$ cat config.mk
export PLATFORM = sky130hd
export DESIGN_NAME = gray_wptr_ctrl
export DESIGN_NICKNAME = d
export VERILOG_FILES = /design/src/rtl/gray_wptr_ctrl.sv
export SDC_FILE = /design/constraint.sdc
export NUM_CORES = 1
export LEC_CHECK = 0
export ABC_CLOCK_PERIOD_IN_PS = 3000
export BUFFER_PORTS_ARGS = -buffer_cell sky130_fd_sc_hd__buf_2
export CORE_MARGIN = 2
export CORE_UTILIZATION = 30
export DETAILED_ROUTE_END_ITERATION = 10
export GPL_ROUTABILITY_DRIVEN = 0
export PLACE_DENSITY = 0.63
export SLEW_MARGIN = 0
export SYNTH_ARGS = -nofsm -noshare
export SYNTH_HDL_FRONTEND = slang
export SYNTH_SLANG_ARGS = --single-unit
$ cat constraint.sdc
create_clock -name clk_i -period 3 [get_ports clk_i]
set_input_delay 0.15 -clock clk_i [delete_from_list [all_inputs] [get_ports clk_i]]
set_output_delay 0.15 -clock clk_i [all_outputs]
set_load 0.005 [all_outputs]
$ cat src/rtl/gray_wptr_ctrl.sv
// Write-side controller for a gray-coded async-FIFO write pointer: sequences counter reset/ce,
// synchronizes the remote read pointer, flags full/overflow. Optional: GRAY_WPTR_CTRL_ALMOST_FULL_EN.
module gray_wptr_ctrl #(
    parameter int ADDR_WIDTH  = 3,
    parameter int SYNC_STAGES = 2,
    parameter int INIT_CYCLES = 4,
    parameter int AF_MARGIN   = 2
) (
    input  logic                  clk_i,
    input  logic                  rst_n_i,
    input  logic                  push_i,
    input  logic                  flush_i,
    input  logic [ADDR_WIDTH:0]   rptr_gray_i,
    input  logic [ADDR_WIDTH:0]   cnt_gray_i,
    input  logic [ADDR_WIDTH:0]   cnt_bin_i,
    output logic                  cnt_rst_o,
    output logic                  cnt_ce_o,
    output logic                  wr_en_o,
    output logic [ADDR_WIDTH-1:0] wr_addr_o,
    output logic                  ready_o,
    output logic                  full_o,
    output logic                  almost_full_o,
    output logic                  overflow_o
);
    localparam int AW = ADDR_WIDTH;
    localparam int CW = $clog2(INIT_CYCLES + 1);
    localparam logic [CW-1:0] INIT_LAST = CW'(INIT_CYCLES - 1);

    typedef enum logic {INIT, RUN} state_t;

    state_t                        state, state_nxt;
    logic [CW-1:0]                 init_cnt;
    logic [SYNC_STAGES-1:0][AW:0]  rptr_pipe;
    logic [AW:0]                   rptr_sync;
    logic                          full_cmp;

    always_ff @(posedge clk_i or negedge rst_n_i) begin
        if (!rst_n_i) rptr_pipe <= '0;
        else          rptr_pipe <= {rptr_pipe[SYNC_STAGES-2:0], rptr_gray_i};
    end
    assign rptr_sync = rptr_pipe[SYNC_STAGES-1];

    // Full when the write pointer is exactly one lap ahead: top two gray bits inverted.
    assign full_cmp  = cnt_gray_i == {~rptr_sync[AW:AW-1], rptr_sync[AW-2:0]};
    assign ready_o   = state == RUN;
    assign cnt_rst_o = state == INIT;
    assign full_o    = ~ready_o | full_cmp;
    assign cnt_ce_o  = push_i & ready_o & ~full_cmp;
    assign wr_en_o   = cnt_ce_o;
    assign wr_addr_o = cnt_bin_i[AW-1:0];

    always_comb begin
        state_nxt = state;
        case (state)
            INIT: if (!flush_i && init_cnt == INIT_LAST) state_nxt = RUN;
            RUN:  if (flush_i) state_nxt = INIT;
            default: state_nxt = INIT;
        endcase
    end

    always_ff @(posedge clk_i or negedge rst_n_i) begin
        if (!rst_n_i) begin
            state      <= INIT;
            init_cnt   <= '0;
            overflow_o <= 1'b0;
        end else begin
            state <= state_nxt;
            if (state == INIT && !flush_i) init_cnt <= init_cnt + 1'b1;
            else                           init_cnt <= '0;
            if (state == RUN && flush_i)                   overflow_o <= 1'b0;
            else if (state == RUN && push_i && full_cmp)   overflow_o <= 1'b1;
        end
    end

`ifdef GRAY_WPTR_CTRL_ALMOST_FULL_EN
    localparam logic [AW:0] AF_THR = (AW+1)'((2**AW) - AF_MARGIN);

    logic [AW:0] rptr_bin;
    logic [AW:0] level_nxt;
    logic        af_q;

    for (genvar i = 0; i <= AW; i++) begin : g_g2b
        assign rptr_bin[i] = ^rptr_sync[AW:i];
    end

    // Look ahead by this cycle's write so the flag lines up with the counter update.
    assign level_nxt = cnt_bin_i + {{AW{1'b0}}, cnt_ce_o} - rptr_bin;

    always_ff @(posedge clk_i or negedge rst_n_i) begin
        if (!rst_n_i)                af_q <= 1'b0;
        else if (state_nxt == INIT)  af_q <= 1'b1;
        else                         af_q <= level_nxt >= AF_THR;
    end
    assign almost_full_o = af_q;
`else
    logic unused_bin_msb;
    assign unused_bin_msb = cnt_bin_i[AW];
    assign almost_full_o  = 1'b0;
`endif

endmodule

==> results of run 1 <==
-- worst reg2reg max path: stages, from the launching register on --
cell                      delay (ns)
sky130_fd_sc_hd__dfrtp_1        0.38
sky130_fd_sc_hd__ha_1           0.20
sky130_fd_sc_hd__ha_1           0.27
sky130_fd_sc_hd__nor3_1         0.13
-- cell type report --
cell class | instances | area, um^2 | area share
well taps | 16 | 20.0 | 0.0311
inverters | 3 | 11.3 | 0.0175
clock buffers | 4 | 26.3 | 0.0408
flip-flops and latches | 13 | 325 | 0.505
repair buffers | 22 | 135 | 0.210
multi-input cells | 17 | 126 | 0.196
-- per-stage QoR --
| step | hold slack [ns] | utilization | total power, mW |
|---|---|---|---|
| 2_1_floorplan | -0.146 | - | 0.214 |
| 3_3_place_gp | 0.0416 | 0.369 | 0.225 |
| 3_5_place_dp | 0.0467 | 0.369 | 0.227 |
| 4_1_cts | 0.0966 | 0.418 | 0.336 |
| 5_1_grt | 0.110 | 0.418 | 0.356 |
| 6_report | 0.107 | 0.418 | 0.329 |
-- cells in the mapped netlist (2+ instances only) --
master | instances | area, um^2
sky130_fd_sc_hd__buf_4 | 5 | 37.5
sky130_fd_sc_hd__dfrtp_1 | 13 | 325
sky130_fd_sc_hd__ha_1 | 2 | 25.0
sky130_fd_sc_hd__inv_1 | 3 | 11.3
sky130_fd_sc_hd__nor2_1 | 2 | 7.51
sky130_fd_sc_hd__nor3_1 | 2 | 10.0
sky130_fd_sc_hd__xnor2_1 | 2 | 17.5
sky130_fd_sc_hd__xor2_1 | 2 | 17.5
-- power breakdown --
| group | total, mW | switching [mW] | internal (mW) |
|---|---|---|---|
| clock network | 0.101 | 0.0495 | 0.0514 |
| logic | 0.0356 | 0.0152 | 0.0204 |
| registers | 0.192 | 0.00609 | 0.186 |
-- cells by family (layout without fill, tap and decap cells) --
family | count (synthesis) | count (layout)
AOI/OAI and AO/OA | 2 | 2
xor gates and xnor gates | 4 | 4
adders and majority gates | 2 | 2
buffers and inverters | 9 | 29
DFF | 13 | 13
other | 1 | 1
and+or+nand+nor | 8 | 8
-- per-layer routing --
metal  up-vias  global-route usage  part of all wire
li1        158                   -                 -
met1       152               0.111              0.41
met2        11               0.129              0.49
met3         2              0.0240             0.092
met4         0              0.0882             0.011
met5         -                   0                 0
-- layout by cell type, fill, tap and decap left out --
cell and n:
sky130_fd_sc_hd__ha_1 2, sky130_fd_sc_hd__and3_2 1, sky130_fd_sc_hd__buf_2 17, sky130_fd_sc_hd__a21oi_1 1, sky130_fd_sc_hd__nor2_1 2, sky130_fd_sc_hd__nand2_1 1, sky130_fd_sc_hd__nor3b_1 1, sky130_fd_sc_hd__clkbuf_1 1
sky130_fd_sc_hd__nand4_1 1, sky130_fd_sc_hd__inv_1 3, sky130_fd_sc_hd__conb_1 1, sky130_fd_sc_hd__a221oi_2 1, sky130_fd_sc_hd__dfrtp_1 13, sky130_fd_sc_hd__xor2_1 2, sky130_fd_sc_hd__clkbuf_4 3, sky130_fd_sc_hd__dlygate4sd3_1 5
sky130_fd_sc_hd__nor3_1 2, sky130_fd_sc_hd__xnor2_1 2
-- flip-flops by register name, indices dropped and copies added (netlist names) --
| signal | flops |
|---|---|
| ready_o | 1 |
| rptr_sync | 4 |
| rptr_pipe | 4 |
| init_cnt | 3 |
| overflow_o | 1 |
-- repair_timing --
action                    CTS  global route
hold buffers                5             0
hold endpoints to repair   17             0
buffers inserted            0             0
-- worst paths after layout --
path                               from      endpoint  slack [ns]  cells after the start
setup / recovery           rptr_sync[0]       wr_en_o        1.51                      4
hold / removal                  flush_i   init_cnt[0]        0.11                      2
setup reg to reg            init_cnt[0]   init_cnt[2]        1.94                      3
hold reg to reg            rptr_pipe[0]  rptr_sync[0]        0.35                      0
max in group asynchronous       rst_n_i  rptr_sync[2]        2.50                      2
min in group asynchronous       rst_n_i  rptr_pipe[1]        0.29                      2
==> flow_summary_export.csv, run 1 <==
group,metric,value,unit
status,status,"finished, final reports clean",
floorplan,core_region_area,0.00154,mm^2
critical_path,crit_buf_inv,1,
critical_path,critical_path.max_stage_delay,0.38,ns
placement,postPlaceCellArea,568,um^2
yosys,yosys.cell_types.count,16,
placement,dpl_worst_slack,1.79,ns
critical_path,path_delay_family,"simple AND/OR/NAND/NOR gates",
critical_path,slowest_cell_on_crit_path,"sky130_fd_sc_hd__dfrtp_1",
pwr,vdd_ir_drop_max,253,uV
layout,fillCellCount,157,
sta,final-setup-viol-count,0,
cts,max-clock-path-buffers,2,
yosys,main_combinational_cell_family_by_area_after_synthesis,"buffers and inverters",
yosys,seq_area_frac_synth,0.645,
sta,final_critical_path_setup_slack,1.51,ns
global_routing,wire_length_of_the_first_global_routing_pass,1260,um
yosys,synth_compound_area_frac,0.0397,
floorplan,design.die.area,0.00202,mm^2
yosys,yosys_warnings,0,
pwr,power-per-cell-area,510,mW/mm^2
yosys,synth-adder-area-share,0.0496,
job,drv.max_cap_violation_count,0,
sta,layout_worst_path_cycle_share,0.498,
floorplan,floorplan.die.height,45.0,um
sta,highest_clock_frequency_the_design_can_meet,0.669,GHz
yosys,synth_cells,39,
floorplan,fp.dieW,45.0,um
cts,clock_tree.htree_level_count,1,
yosys,synth-simple-area-share,0.0844,
sta,report.final.slew_viol_count,0,
detailed_routing,dr_total_vias,323,
floorplan,rows,14,
layout,layout-drive-gt1-share,0.373,
detailed_routing,wire_per_inst,9.41,um
global_routing,grt.total_usage,0.0914,
min_path,hold_class,"in -> reg",
sta,finalCriticalPeriod,1.49,ns
cts,cts_buffers,3,
cts,clock-root-buffer,"sky130_fd_sc_hd__clkbuf_4",
detailed_routing,via_per_inst,4.31,
pwr,p_leak,0.316,nW
cts,worst_skew_pair.late_latency,0.26,ns
yosys,post_synth.cell_area_avg,12.9,um^2
detailed_routing,final_antenna_net_count,0,
detailed_routing,drt_pass1_iterations,3,
critical_path,path_class,"reg -> out",
cts,cts_repair_resize_count,0,
sta,unrepaired_setup_endpoints_after_global_routing,"false",
cts,numClockSinks,13,
floorplan,initial_utilization,0.327,
global_routing,gr-total-overflow,0,
layout,final_nets,78,
yosys,synth_enable_flop_cells,0,
yosys,synth_nets,57,
detailed_routing,drt_first_iter_violations,7,
critical_path,worst_path_required,2.85,ns
critical_path,critical_path.startpoint_type,"flip-flop",
layout,antenna_cells,0,
placement,post-place-cells,66,
critical_path,worstPathCellList,"xnor2_1 -> nand4_1 -> and3_2 -> buf_2",
yosys,postSynth.topFlopCell,"sky130_fd_sc_hd__dfrtp_1",
floorplan,io_pins,26,
global_routing,largest_net_degree_at_the_start_of_global_routing,14,
yosys,postSynth.asyncResetShare,1.00,
cts,tritoncts,"built",
global_routing,antenna_violations_before_repair,0,
yosys,post_synth_xor_area_fraction,0.0695,
detailed_routing,drc,0,
critical_path,worstSetupEndpointType,"output port",
critical_path,timing.critical_path.fanout_max,3,
layout,post_synthesis_to_final_layout_area_growth,27.8,%
placement,port-buffer-count,17,
yosys,syn-cell-area,504,um^2
sta,report.final.hold_viol_count,0,
yosys,postSynthRegisterBits,13,
global_routing,vias_in_the_first_global_route,318,
layout,post-route-cell-area,644,um^2
cts,worst_setup_hold_path_clk_slew,0.07,ns
sta,totalNegativeSetupSlack,0,ns
detailed_routing,route.final.wire_length,706,um
sta,fin_worst_skew,0.00496,ns
layout,final-instance-count-excl-fill,75,
critical_path,worst_ep_arrival_time,1.34,ns
yosys,synth_mux_area_frac,0,
No activity file was read; power rests on OpenSTA's default activity.
==> run 2: changes to the inputs <==
--- a/config.mk
+++ b/config.mk
@@ -5,13 +5,13 @@
 export SDC_FILE = /design/constraint.sdc
 export NUM_CORES = 1
 export LEC_CHECK = 0
-export ABC_CLOCK_PERIOD_IN_PS = 3000
+export ABC_CLOCK_PERIOD_IN_PS = 1340
 export BUFFER_PORTS_ARGS = -buffer_cell sky130_fd_sc_hd__buf_2
 export CORE_MARGIN = 2
 export CORE_UTILIZATION = 30
 export DETAILED_ROUTE_END_ITERATION = 10
 export GPL_ROUTABILITY_DRIVEN = 0
-export PLACE_DENSITY = 0.63
+export PLACE_DENSITY = 0.65
 export SLEW_MARGIN = 0
 export SYNTH_ARGS = -nofsm -noshare
 export SYNTH_HDL_FRONTEND = slang
==> constraint.sdc (replaced) <==
create_clock -name clk_i -period 1.34 [get_ports clk_i]
set_input_delay 0.067 -clock clk_i [delete_from_list [all_inputs] [get_ports clk_i]]
set_output_delay 0.067 -clock clk_i [all_outputs]
set_load 0.005 [all_outputs]
==> run 2 against run 1 <==
Net effect:
- sequential power up 120%
- clock power up 120%
- core utilization increased by 2.1 points
- via count is 3.4% lower
- final cell count is 2.7% higher
- design area up 5.0%
- first-iteration DRC count down 100%
- largest power group unchanged
- setup slack worse by 1.5 ns
==> flow_summary_export.csv, run 2 (synthesized netlist as in run 1, its figures left out) <==
group,metric,value,unit
critical_path,worst_ep_arrival_time,1.23,ns
layout,postLayoutCoreUtil,0.439,
floorplan,initial_utilization,0.327,
placement,hpwl,536,um
cts,worst_skew_pair.late_latency,0.27,ns
pwr,power-per-cell-area,1100,mW/mm^2
detailed_routing,wire_per_inst,9.49,um
floorplan,floorplan.die.height,45.0,um
cts,max-clock-path-buffers,2,
sta,report.final.slew_viol_count,0,
cts,clock-root-buffer,"sky130_fd_sc_hd__clkbuf_4",
floorplan,design.die.area,0.00202,mm^2
job,drv.max_cap_violation_count,0,
cts,cts_buffers,3,
critical_path,r2r_cells,5,
global_routing,wire_length_of_the_first_global_routing_pass,1270,um
min_path,hold_class,"in -> reg",
floorplan,io_pins,26,
detailed_routing,drc,0,
floorplan,rows,14,
pwr,post-layout-total-power,0.745,mW
layout,final-instance-count-excl-fill,77,
critical_path,timing.critical_path.fanout_max,2,
critical_path,path_class,"reg -> out",
sta,report.final.hold_viol_count,0,
sta,layout_worst_path_cycle_share,0.965,
sta,finalCriticalPeriod,1.29,ns
layout,post-route-cell-area,677,um^2
critical_path,slowest_cell_on_crit_path,"sky130_fd_sc_hd__dfrtp_1",
layout,most-common-layout-cells,"sky130_fd_sc_hd__buf_2 (15), sky130_fd_sc_hd__dfrtp_1 (13), sky130_fd_sc_hd__dlygate4sd3_1 (5)",
status,status,"finished, final reports clean",
critical_path,worstSetupEndpointType,"output port",
detailed_routing,dr_total_vias,312,
floorplan,fp.dieW,45.0,um
detailed_routing,route.final.wire_length,731,um
detailed_routing,via_per_inst,4.05,
layout,final_nets,80,
layout,antenna_cells,0,
global_routing,vias_in_the_first_global_route,301,
cts,numClockSinks,13,
layout,post_synthesis_to_final_layout_area_growth,34.2,%
placement,post-place-cells,66,
global_routing,antenna_violations_before_repair,0,
sta,final-setup-viol-count,0,
sta,totalNegativeSetupSlack,0,ns
critical_path,worstPathCellList,"xor2_1 -> nand4_1 -> buf_4 -> nand2_1 -> buf_2",
sta,highest_clock_frequency_the_design_can_meet,0.774,GHz
placement,postPlaceCellArea,568,um^2
global_routing,largest_net_degree_at_the_start_of_global_routing,14,
placement,port-buffer-count,17,
floorplan,core_region_area,0.00154,mm^2
detailed_routing,drt_pass1_iterations,1,
cts,tritoncts,"built",
critical_path,critical_path.max_stage_delay,0.38,ns
sta,fin_worst_skew,0.000430,ns
critical_path,worst_path_required,1.27,ns
detailed_routing,drt_first_iter_violations,0,
layout,layout.cells.most_common,"sky130_fd_sc_hd__buf_2",
global_routing,grt.total_usage,0.0916,
cts,clock_tree.htree_level_count,1,
critical_path,critical_path.startpoint_type,"flip-flop",
pwr,p_leak,0.327,nW
global_routing,gr-total-overflow,0,
cts,worst_setup_hold_path_clk_slew,0.07,ns
min_path,whs_path_depth,2,
pwr,vdd_ir_drop_max,658,uV
detailed_routing,final_antenna_net_count,0,
sta,unrepaired_setup_endpoints_after_global_routing,"true",
layout,layout-drive-gt1-share,0.410,
==> run 2: cell count changes in the layout (fill, tap and decap cells not counted), sizes merged <==
cell    previous run  this run
clkinv             0         1
buf               17        19
clkbuf             4         3
==> run 2: power breakdown <==
part           switching, mW  internal (mW)  total, mW
registers             0.0133          0.416      0.430
logic                 0.0362         0.0524     0.0886
clock network          0.116          0.110      0.227
total                  0.166          0.579      0.745
==> run 2: worst paths after layout <==
kind	startpoint	endpoint	slack (ns)
setup / recovery	rptr_sync[3]	full_o	0.05
hold / removal	flush_i	init_cnt[2]	0.02
setup reg to reg	rptr_sync[3]	overflow_o	0.11
hold reg to reg	rptr_pipe[1]	rptr_sync[1]	0.35
max in group asynchronous	rst_n_i	overflow_o	0.92
min in group asynchronous	rst_n_i	rptr_pipe[3]	0.20
==> run 2: per-stage QoR <==
step                      hold slack (ns)  setup WS (ns)
after floorplan                    -0.229          0.256
after global placement            -0.0441          0.233
after detailed placement          -0.0404          0.201
after CTS                          0.0130         0.0139
after global routing              0.00946        -0.0753
final                              0.0219         0.0472
==> run 2: metal layers <==
metal | part of all wire | up-vias | track usage
met3 | 0.089 | 0 | 0.0480
met4 | 0 | 0 | 0.0588
met1 | 0.40 | 136 | 0.101
met2 | 0.51 | 11 | 0.137
met5 | 0 | - | 0
li1 | - | 165 | -
==> run 2: worst max-delay path, delay by kind of cell (launching register included) <==
| family | cells | cell delay, ns |
|---|---|---|
| xor gates and xnor gates | 1 | 0.13 |
| buffers and inverters | 2 | 0.27 |
| DFF | 1 | 0.38 |
| and+or+nand+nor | 2 | 0.18 |
==> run 2: timing repair <==
item / CTS / global route
setup endpoints to repair: 2 / 3
setup buffers: 1 / 1
endpoints found under the hold margin: 17 / 0
gates cloned: 0 / 0
resized for setup: 1 / 2
hold buffers: 5 / 0
pin swaps: 2 / 4
==> run 2: layout make-up <==
| type | instances | area (um^2) |
|---|---|---|
| Inverter | 3 | 11.3 |
| Sequential cell | 13 | 325 |
| Clock inverter | 1 | 5.00 |
| Multi-Input combinational cell | 17 | 130 |
| Timing Repair Buffer | 24 | 163 |
| Tap cell | 16 | 20.0 |
| Clock buffer | 3 | 22.5 |
| Fill cell | 153 | 865 |
